==> src/rtl/pipeline_ctrl.sv <==
// pipeline_ctrl: per-stage stall/flush controller for an in-order pipeline.
// Arbitrates exceptions, data-memory wait, multi-cycle EX ops, redirects and
// load-use hazards. A redirect that arrives while its stage is frozen is held
// and replayed later. It also keeps saturating stall/flush cycle counters.
module pipeline_ctrl #(
  parameter int NUM_STAGES    = 5,
  parameter int DECODE_STAGE  = 1,
  parameter int RESOLVE_STAGE = 2,
  parameter int MEM_STAGE     = 3,
  parameter int XLEN          = 32,
  parameter int MC_W          = 6,
  parameter int CNT_W         = 16
) (
  input  logic                  clk,
  input  logic                  rst_n,
  input  logic                  redirect_req,
  input  logic [XLEN-1:0]       redirect_target,
  input  logic                  load_use,
  input  logic                  mem_busy,
  input  logic                  mc_start,
  input  logic [MC_W-1:0]       mc_len,
  input  logic                  exc_req,
  input  logic [XLEN-1:0]       exc_vector,
  output logic [NUM_STAGES-1:0] stall,
  output logic [NUM_STAGES-1:0] flush,
  output logic [1:0]            pc_sel,
  output logic [XLEN-1:0]       pc_target,
  output logic                  redirect_pending,
  output logic                  mc_busy,
  output logic [CNT_W-1:0]      stall_cnt,
  output logic [CNT_W-1:0]      flush_cnt
);

  typedef enum logic {
    RUN     = 1'b0,
    MC_WAIT = 1'b1
  } state_t;

  localparam logic [1:0] PC_SEQ = 2'd0;
  localparam logic [1:0] PC_RED = 2'd1;
  localparam logic [1:0] PC_EXC = 2'd2;

  // Contiguous bit range lo..hi set within a stage vector.
  function automatic logic [NUM_STAGES-1:0] range_mask(input int lo, input int hi);
    logic [NUM_STAGES-1:0] m;
    m = '0;
    for (int k = 0; k < NUM_STAGES; k++) begin
      m[k] = (k >= lo) && (k <= hi);
    end
    return m;
  endfunction

  localparam int EXC_HI = (MEM_STAGE + 1 < NUM_STAGES - 1) ? MEM_STAGE + 1 : NUM_STAGES - 1;

  localparam logic [NUM_STAGES-1:0] MEM_STALL_MASK = range_mask(0, MEM_STAGE);
  localparam logic [NUM_STAGES-1:0] MC_STALL_MASK  = range_mask(0, RESOLVE_STAGE);
  localparam logic [NUM_STAGES-1:0] LU_STALL_MASK  = range_mask(0, DECODE_STAGE);
  localparam logic [NUM_STAGES-1:0] RED_FLUSH_MASK = range_mask(1, RESOLVE_STAGE);
  localparam logic [NUM_STAGES-1:0] EXC_FLUSH_MASK = range_mask(1, EXC_HI);

  state_t                state, state_nxt;
  logic [MC_W-1:0]       mc_cnt, mc_cnt_nxt;
  logic                  pend, pend_nxt;
  logic [XLEN-1:0]       pend_tgt, pend_tgt_nxt;
  logic                  mc_stall;
  logic                  frozen;
  logic [NUM_STAGES-1:0] base_stall;

  // Per-cycle arbitration of stall/flush/PC select plus next-state logic.
  always_comb begin
    // NOTE: every signal written here gets a default first so no path leaves
    // it unassigned; otherwise synthesis would infer a latch to hold it.
    stall        = '0;
    flush        = '0;
    pc_sel       = PC_SEQ;
    pc_target    = '0;
    state_nxt    = state;
    mc_cnt_nxt   = mc_cnt;
    pend_nxt     = pend;
    pend_tgt_nxt = pend_tgt;
    mc_stall     = 1'b0;
    frozen       = 1'b0;
    base_stall   = '0;

    if (exc_req) begin
      // Trap wins over everything: kill younger work, abandon MC op and
      // any held redirect.
      flush      = EXC_FLUSH_MASK;
      pc_sel     = PC_EXC;
      pc_target  = exc_vector;
      state_nxt  = RUN;
      mc_cnt_nxt = '0;
      pend_nxt   = 1'b0;
    end else begin
      mc_stall   = (state == MC_WAIT) || (mc_start && (mc_len != '0));
      base_stall = (mem_busy ? MEM_STALL_MASK : '0) | (mc_stall ? MC_STALL_MASK : '0);
      frozen     = base_stall[RESOLVE_STAGE];

      if (!frozen && (pend || redirect_req)) begin
        // A held redirect is older than a fresh one, so it goes first.
        pc_sel    = PC_RED;
        pc_target = pend ? pend_tgt : redirect_target;
        stall     = base_stall;
        flush     = RED_FLUSH_MASK;
        pend_nxt  = 1'b0;
      end else begin
        stall = base_stall | (load_use ? LU_STALL_MASK : '0);
        // Bubble into the first register that advances behind a held one.
        flush = (stall << 1) & ~stall;
        if (frozen && redirect_req && !pend) begin
          pend_nxt     = 1'b1;
          pend_tgt_nxt = redirect_target;
        end
      end

      unique case (state)
        RUN: begin
          if (mc_start && (mc_len > MC_W'(1))) begin
            state_nxt  = MC_WAIT;
            mc_cnt_nxt = mc_len - MC_W'(1);
          end
        end
        MC_WAIT: begin
          mc_cnt_nxt = mc_cnt - MC_W'(1);
          if (mc_cnt == MC_W'(1)) begin
            state_nxt = RUN;
          end
        end
        default: state_nxt = RUN;
      endcase
    end
  end

  // State, countdown and held-redirect registers.
  always_ff @(posedge clk or negedge rst_n) begin
    // NOTE: sequential state uses non-blocking assignments so every register
    // samples pre-edge values regardless of statement order.
    if (!rst_n) begin
      state    <= RUN;
      mc_cnt   <= '0;
      pend     <= 1'b0;
      pend_tgt <= '0;
    end else begin
      state    <= state_nxt;
      mc_cnt   <= mc_cnt_nxt;
      pend     <= pend_nxt;
      pend_tgt <= pend_tgt_nxt;
    end
  end

  // Saturating counters of stalled-PC cycles and redirected-PC cycles.
  always_ff @(posedge clk or negedge rst_n) begin
    if (!rst_n) begin
      stall_cnt <= '0;
      flush_cnt <= '0;
    end else begin
      if (stall[0] && (stall_cnt != '1)) begin
        stall_cnt <= stall_cnt + CNT_W'(1);
      end
      if ((pc_sel != PC_SEQ) && (flush_cnt != '1)) begin
        flush_cnt <= flush_cnt + CNT_W'(1);
      end
    end
  end

  assign redirect_pending = pend;
  assign mc_busy          = (state == MC_WAIT);

endmodule

==> config.mk <==
export PLATFORM = sky130hd
export DESIGN_NAME = pipeline_ctrl
export DESIGN_NICKNAME = d
export VERILOG_FILES = /design/src/rtl/pipeline_ctrl.sv
export SDC_FILE = /design/constraint.sdc
export NUM_CORES = 1
export LEC_CHECK = 0
export ABC_AREA = 0
export CAP_MARGIN = 0
export CORE_MARGIN = 4
export CORE_UTILIZATION = 30
export CTS_CLUSTER_DIAMETER = 50
export DETAILED_ROUTE_END_ITERATION = 10
export GPL_TIMING_DRIVEN = 0
export PLACE_DENSITY = 0.62
export SLEW_MARGIN = 20
export SYNTH_ARGS = -nofsm -noshare
export SYNTH_HDL_FRONTEND = slang
export SYNTH_SLANG_ARGS = --single-unit
==> constraint.sdc <==
create_clock -name clk -period 2.71 [get_ports clk]
set_clock_uncertainty 0.05 [all_clocks]
set_input_delay 0.542 -clock clk [delete_from_list [all_inputs] [get_ports clk]]
set_output_delay 0.542 -clock clk [all_outputs]
set_load 0.005 [all_outputs]
==> results of run 1 <==
## cells by family after synthesis
family	count (synthesis)
AO/OA/AOI/OAI	79
XOR/XNOR	31
other	1
flip-flops	72
AND/OR/NAND/NOR	108
adder cells (fa/ha/maj)	7
multiplexers	73
buffers and inverters	36
## metrics by stage
step / area (um^2) / instances
2_1_floorplan: 4310 / 408
3_3_place_gp: 6050 / 739
3_5_place_dp: 6070 / 740
4_1_cts: 6680 / 782
5_1_grt: 6700 / 783
6_report: 6700 / 783
## how the worst max path moves through the flow
stage          startpoint             to  slack (ns)  cells after the start
6_report        mc_len[5]   pc_target[7]     -0.0002                      8
5_1_grt         mc_len[5]  pc_target[26]        -0.1                      8
4_1_cts         mc_len[5]  pc_target[26]       -0.03                      8
3_5_place_dp    mc_len[3]  pc_target[26]       -1.10                      7
3_3_place_gp        rst_n      mc_cnt[5]       -1.53                      1
2_1_floorplan   mc_len[2]  pc_target[22]        0.30                      5
## critical path: cells and delay by family
kind                   cells  cell delay [ns]
AND/OR/NAND/NOR            2             0.74
AO/OA/AOI/OAI              2             0.28
buffers and inverters      4             0.55
## registers in the layout, summed over array words and instances (netlist names)
| name | count |
|---|---|
| mc_cnt | 6 |
| mc_busy | 1 |
| flush_cnt | 16 |
| redirect_pending | 1 |
| stall_cnt | 16 |
| pend_tgt | 32 |
## layer usage
layer / vias to the layer above / GRT usage (%) / part of all wire, %
met5: - / 0 / 0
met2: 124 / 26.2 / 49
li1: 1862 / - / -
met4: 0 / 5.06 / 1.7
met1: 1851 / 19.3 / 43
met3: 15 / 3.46 / 6.1
## timing repair
| item | 4_1_cts | 5_1_grt |
|---|---|---|
| setup endpoints to repair | 39 | 36 |
| resized for setup | 250 | 20 |
| pin swaps | 32 | 5 |
| setup buffers | 23 | 2 |
| cloned | 3 | 0 |
## cell usage after synthesis, types with 3 or more instances
cell type                    n
sky130_fd_sc_hd__a2111oi_2   3
sky130_fd_sc_hd__mux2_2     36
sky130_fd_sc_hd__clkbuf_1   11
sky130_fd_sc_hd__a2111oi_4   3
sky130_fd_sc_hd__o2111ai_1   8
sky130_fd_sc_hd__or2_2       3
sky130_fd_sc_hd__nand2_1    45
sky130_fd_sc_hd__mux2i_1    35
sky130_fd_sc_hd__buf_6       3
sky130_fd_sc_hd__o21ai_0    35
sky130_fd_sc_hd__nor2_1      9
sky130_fd_sc_hd__a21oi_1     4
sky130_fd_sc_hd__dfrtp_1    72
sky130_fd_sc_hd__and2_1      6
sky130_fd_sc_hd__buf_4       6
sky130_fd_sc_hd__xor2_1     14
sky130_fd_sc_hd__nand3_1    15
sky130_fd_sc_hd__ha_1        7
sky130_fd_sc_hd__xnor2_1    17
sky130_fd_sc_hd__o211ai_1    5
sky130_fd_sc_hd__inv_1      10
sky130_fd_sc_hd__or4_1       3
sky130_fd_sc_hd__buf_2       3
sky130_fd_sc_hd__nand4_1     5
sky130_fd_sc_hd__a211oi_1    3
sky130_fd_sc_hd__a22o_1      4
sky130_fd_sc_hd__and3_1      4
## final cells by class
| class | instances | area, um^2 | share of cell area (%) |
|---|---|---|---|
| plain buffers | 26 | 198 | 2.95 |
| inverters | 10 | 37.5 | 0.561 |
| multi-input cells | 300 | 2460 | 36.7 |
| well taps | 180 | 225 | 3.36 |
| repair buffers | 179 | 1650 | 24.6 |
| flip-flops and latches | 72 | 1800 | 26.9 |
| clock buffers | 11 | 253 | 3.77 |
| clock inverters | 5 | 78.8 | 1.18 |
## layout by cell type, fill, tap and decap left out, types with 9 or more instances in the layout
master | Yosys | routed
sky130_fd_sc_hd__o21ai_2 | 0 | 19
sky130_fd_sc_hd__o21ai_1 | 1 | 13
sky130_fd_sc_hd__buf_4 | 6 | 17
sky130_fd_sc_hd__clkdlybuf4s50_1 | 0 | 102
sky130_fd_sc_hd__xor2_1 | 14 | 14
sky130_fd_sc_hd__dlygate4sd2_1 | 0 | 9
sky130_fd_sc_hd__clkbuf_2 | 2 | 11
sky130_fd_sc_hd__nand3_1 | 15 | 14
sky130_fd_sc_hd__clkbuf_16 | 0 | 9
sky130_fd_sc_hd__nor2_1 | 9 | 9
sky130_fd_sc_hd__xnor2_1 | 17 | 17
sky130_fd_sc_hd__buf_6 | 3 | 17
sky130_fd_sc_hd__buf_2 | 3 | 35
sky130_fd_sc_hd__mux2i_1 | 35 | 35
sky130_fd_sc_hd__nand2_1 | 45 | 45
sky130_fd_sc_hd__mux2_2 | 36 | 36
sky130_fd_sc_hd__dfrtp_1 | 72 | 72
## report_power, final
group          leakage (nW)  switching [W]  internal (W)  total, W
clock network         0.165       0.000453      0.000854   0.00131
logic                  1.79       0.000452      0.000683   0.00114
registers             0.887       0.000219       0.00131   0.00153
==> summary.txt, run 1 <==
===============================================================================================
Summed negative setup slack over all endpoints                                     -0.000152 ns
Die Y                                                                                    128 um
Synthesized-area fraction occupied by and/or/nand/nor cells                               12.8%
Worst setup slack after placement                                                      -1.10 ns
Drt pass-1 iters                                                                              4
IO Port Bufs                                                                                151
Std-Cell Core Area                                                                   14000 um^2
Cell Pwr Density                                                                    593 nW/um^2
Crit path setup slack, layout                                                      -0.000152 ns
Largest family of logic cells by synthesized area                                  multiplexers
Via count normalized by instance count                                                     4.92
Area fraction of the dominant cell type after synthesis                                   41.8%
Crit Reg-Reg Endpoint                                                              flush_cnt[1]
Violations in the final reports                                                    negative setup slack
Share of synthesized flip-flops with an asynchronous set or reset                          100%
Number of hold buffers added after CTS                                                        0
Average wire per standard cell                                                          16.1 um
Count of flip-flops with a built-in enable after synthesis                                    0
Total of warnings raised by yosys                                                             0
Sinks on the clock net                                                                       72
Worst Path Arrival                                                                      2.12 ns
Timing-limited maximum frequency                                                        369 MHz
Filler instances                                                                           1337
Sequential element share of the synthesized area                                          41.8%
DRC Markers                                                                                   0
Post-DP HPWL                                                                            9020 um
Synth top area cells                                                               sky130_fd_sc_hd__dfrtp_1 (42%), sky130_fd_sc_hd__mux2_2 (9.4%), sky130_fd_sc_hd__mux2i_1 (8.1%), sky130_fd_sc_hd__o21ai_0 (4.1%), sky130_fd_sc_hd__nand2_1 (3.9%)
Number of H-tree levels                                                                       3
Largest voltage drop on the vdd net                                                      381 uV
Antenna fix cells                                                                             0
WL final                                                                               12600 um
Final number of hold-violating endpoints                                                      0
Total global routing overflow                                                                 0
WHS                                                                                   0.0678 ns
Residual antenna-violating net count after detailed routing                                   0
Initial antenna violation count                                                               0
R2r startpoint                                                                     flush_cnt[0]
Number of synthesized register bits                                                          72
Number of standard-cell rows in the floorplan                                                43
Final Util                                                                                47.9%
Rel. slew slack                                                                           38.3%
Number of maximum-capacitance violations                                                      0
Wire length of the first global-routing pass                                           20200 um
TritonCTS clock tree                                                                        yes
Synthesized-area fraction occupied by adder cells                                         2.03%
Vias in the first global route                                                             3987
Main synth FF type                                                                 sky130_fd_sc_hd__dfrtp_1
Overall power after layout                                                            0.00397 W
Slack of the worst reg-to-reg path                                                      0.49 ns
Count of vias placed by the detailed router                                                3852
Cell type with the highest aggregate area in the netlist                           sky130_fd_sc_hd__dfrtp_1
Total CTS buffers                                                                             9
Largest net degree at the start of global routing                                            49
Cell area after synthesis                                                             4310 um^2
Count of mapped cells out of synthesis                                                      407
Final clock period utilization by the worst path                                           100%
Global Route Usage Sum                                                                    15.4%
Tmin final                                                                              2.71 ns
Worst hold-check path type                                                         primary input to asynchronous set/reset pin
Layout net count                                                                            682
Io pins                                                                                     155
Routability congestion estimate from global placement                                     0.826
Initial core utilization                                                                  30.8%
Layout cell share with drive strength beyond 1                                            30.8%
Setup repair after global routing missed its margin                                         yes
Clock latency at the later pin of the worst-skew pair                                   0.33 ns
Count of unique library cells instantiated by Yosys                                          55
Ordered list of cells on the worst path                                            buf_8, or4_4, o21ai_4, nand3_4, clkbuf_8, buf_6, o21ai_2, buf_2
Depth of the worst register-to-register path                                                  5
Run status                                                                         finished with violations
Slowest stage delay, CP                                                                 0.55 ns
Type of element launching the critical path                                        primary input
Worst slew pin tran                                                                    0.920 ns
Crit path required time                                                                 2.12 ns
Buffer levels on the longest clock path                                                       2
WS Path Type                                                                       primary input to output port
Final-report max-slew violation count                                                         0
Slowest-stage cell, CP                                                             sky130_fd_sc_hd__or4_4
Leak                                                                                    2.84 nW
Mux share of post-synthesis cell area                                                     18.1%
Xor/xnor share of the synthesized area                                                    6.30%
Crit path capture type                                                              output port
Largest driver fanout on the critical path                                                    7
Clock input transition at the sequential cells of the worst setup and hold paths        0.06 ns
Area of the die                                                                      16300 um^2
Compound-gate portion of the synthesized area                                             14.6%
Clock root cell                                                                    sky130_fd_sc_hd__clkbuf_16
Die W                                                                                    128 um
Area delta synth->final                                                                   55.4%
Violation count after the first detailed-route iteration                                     92
Finish-stage setup viols                                                                      1
Mean instance size in the synthesized netlist                                         10.6 um^2
===============================================================================================
No activity file was read; power rests on OpenSTA's default activity.
==> inputs of run 2 (changes only) <==
- clock period: 2.71 -> 2.8 ns (I/O delays scaled with it)
==> run 2 against run 1 <==
  * The run now ends clean
  * Die area unchanged
  * First-iteration DRC count rose by 25%
  * Register-to-register slack improved by 0.05 ns
  * Largest cell class unchanged
==> summary.txt, run 2 (synthesis results as in run 1) <==
===============================================================================================
Area of the die                                                                      16300 um^2   unchanged
Cell Pwr Density                                                                    575 nW/um^2   was 593 nW/um^2
Leading cell type in the layout, fill and taps excluded                            sky130_fd_sc_hd__clkdlybuf4s50_1   unchanged
Sinks on the clock net                                                                       72   unchanged
Rel. slew slack                                                                           38.1%   was 38.3%
Std-Cell Core Area                                                                   14000 um^2   unchanged
Tmin final                                                                              2.78 ns
Initial antenna violation count                                                               0   unchanged
Crit path required time                                                                 2.19 ns   was 2.12 ns
Number of hold buffers added after CTS                                                        0   unchanged
Initial core utilization                                                                  30.8%   unchanged
Clock latency at the later pin of the worst-skew pair                                   0.33 ns   about the same
R2r startpoint                                                                          mc_busy   was flush_cnt[0]
Die W                                                                                    128 um   unchanged
Worst Path Arrival                                                                      2.17 ns   was 2.12 ns
Worst hold-check path type                                                         primary input to asynchronous set/reset pin   unchanged
Worst slew pin tran                                                                    0.923 ns   was 0.920 ns
Run status                                                                         finished clean   was finished with violations
Slack of the worst reg-to-reg path                                                      0.54 ns   was 0.49 ns
Average wire per standard cell                                                          16.1 um   about the same
Buffer levels on the longest clock path                                                       2   unchanged
Number of flip-flops in the largest register                                                 32   unchanged
Worst setup slack after placement                                                      -1.04 ns   was -1.10 ns
Final-report max-slew violation count                                                         0   unchanged
Final Util                                                                                47.6%   was 47.9%
WHS                                                                                   0.0863 ns   was 0.0678 ns
Wire length of the first global-routing pass                                           20300 um   was 20200 um
Total global routing overflow                                                                 0   unchanged
Type of element launching the critical path                                        primary input   unchanged
Clock input transition at the sequential cells of the worst setup and hold paths        0.06 ns   about the same
Number of H-tree levels                                                                       3   unchanged
Register ranked first by flip-flop count                                               pend_tgt   unchanged
DRC Markers                                                                                   0   unchanged
Io pins                                                                                     155   unchanged
Drt pass-1 iters                                                                              4   unchanged
Final number of hold-violating endpoints                                                      0   unchanged
Number of maximum-capacitance violations                                                      0   unchanged
Crit path capture type                                                              output port   unchanged
Largest voltage drop on the vdd net                                                      370 uV   was 381 uV
Post-DP HPWL                                                                            9020 um   unchanged
WS Path Type                                                                       primary input to output port   unchanged
Filler instances                                                                           1343   was 1337
Layout cell share with drive strength beyond 1                                            28.8%   was 30.8%
Depth of the worst register-to-register path                                                  6   was 5
Area delta synth->final                                                                   54.6%   was 55.4%
IO Port Bufs                                                                                151   unchanged
Global Route Usage Sum                                                                    15.4%   about the same
Setup repair after global routing missed its margin                                         yes   unchanged
Top flop regs                                                                      pend_tgt: 32 flops, flush_cnt: 16 flops, stall_cnt: 16 flops   unchanged
Finish-stage setup viols                                                                      0   was 1
Post-DP Area                                                                          6070 um^2   unchanged
Antenna fix cells                                                                             0   unchanged
Routability congestion estimate from global placement                                     0.826   unchanged
Number of standard-cell rows in the floorplan                                                43   unchanged
WL final                                                                               12500 um   was 12600 um
Final clock period utilization by the worst path                                          99.2%
Total non-filler cell area in the finished layout                                     6660 um^2   was 6700 um^2
Count of vias placed by the detailed router                                                3814   was 3852
Non-Filler Instances                                                                        780   was 783
Layout net count                                                                            679   was 682
Worst setup path end                                                               pc_target[17]   was pc_target[7]
Total CTS buffers                                                                             9   unchanged
Placed cell count                                                                           740   unchanged
TritonCTS clock tree                                                                        yes   unchanged
Multi-input combinational cell area                                                   2430 um^2   was 2460 um^2
Clock root cell                                                                    sky130_fd_sc_hd__clkbuf_16   unchanged
Vias in the first global route                                                             3984   was 3987
Beginning of the critical path                                                        mc_len[5]   unchanged
Most frequent cells in the layout                                                  sky130_fd_sc_hd__clkdlybuf4s50_1 (102), sky130_fd_sc_hd__dfrtp_1 (72), sky130_fd_sc_hd__nand2_1 (45)   unchanged
Largest driver fanout on the critical path                                                    7   unchanged
FF+latch area                                                                         1800 um^2   unchanged
Timing-limited maximum frequency                                                        360 MHz
Crit path setup slack, layout                                                         0.0226 ns   was -0.000152 ns
Residual antenna-violating net count after detailed routing                                   0   unchanged
Violation count after the first detailed-route iteration                                    115   was 92
Crit Reg-Reg Endpoint                                                              pend_tgt[28]   was flush_cnt[1]
Die Y                                                                                    128 um   unchanged
Largest net degree at the start of global routing                                            49   unchanged
Leak                                                                                    2.81 nW   was 2.84 nW
Via count normalized by instance count                                                     4.89   was 4.92
===============================================================================================
run 2: worst max-delay path, cell delays in order:
cell and delay [ns]:
sky130_fd_sc_hd__buf_8 0.10, sky130_fd_sc_hd__or4_4 0.56, sky130_fd_sc_hd__o21ai_4 0.19, sky130_fd_sc_hd__nand3_4 0.19, sky130_fd_sc_hd__clkbuf_8 0.20, sky130_fd_sc_hd__buf_12 0.12
sky130_fd_sc_hd__o21ai_2 0.12, sky130_fd_sc_hd__buf_2 0.12
run 2: worst min path at each step:
stage                      start      endpoint  slack [ns]  cells past startpoint
finish                     rst_n  stall_cnt[8]        0.09                      1
global route               rst_n  stall_cnt[9]         0.1                      1
CTS                        rst_n  stall_cnt[8]        0.08                      1
detailed placement  pend_tgt[24]  pend_tgt[24]        0.43                      1
global placement    pend_tgt[24]  pend_tgt[24]        0.42                      1
floorplan                  rst_n  flush_cnt[0]        0.21                      0
run 2: cell type report:
cell class	instances	share of cell area, %
multi-input combinational	300	36.5
sequential	72	27.1
buffer	26	2.93
clock inverter	5	1.18
tap	180	3.38
timing repair buffer	176	24.6
inverter	10	0.564
clock buffer	11	3.80
run 2: timing repair:
action	4_1_cts	5_1_grt
setup buffers	20	1
resized for setup	226	22
pin swaps	21	5
setup endpoints to repair	39	34
gates cloned	3	0
run 2: stage by stage:
| step | setup TNS [ns] | total power (W) |
|---|---|---|
| 2_1_floorplan | 0 | 0.00197 |
| 3_3_place_gp | -144.85 | 0.00253 |
| 3_5_place_dp | -40.85 | 0.00256 |
| 4_1_cts | 0 | 0.00387 |
| 5_1_grt | -1.12 | 0.00407 |
| 6_report | 0 | 0.00383 |
run 2: routing by layer:
metal / global-route usage, % / part of all wire, % / wire (um)
met2: 26.3 / 49 / 6160
met4: 4.68 / 1.3 / 160
met5: 0 / 0 / 0
met1: 19.5 / 44 / 5480
met3: 3.46 / 6.0 / 749
run 2: power by group:
part | switching, W | total [W] | leakage [nW] | internal (W)
registers | 0.000211 | 0.00148 | 0.887 | 0.00127
logic | 0.000433 | 0.00109 | 1.76 | 0.000656
clock network | 0.000437 | 0.00126 | 0.165 | 0.000827
total | 0.00108 | 0.00383 | 2.81 | 0.00275
==> inputs of run 3 (changes only) <==
- CTS_CLUSTER_DIAMETER: 50 -> default
==> results of run 3 <==
Final layout, timing and power as in run 2 (identical DEF).
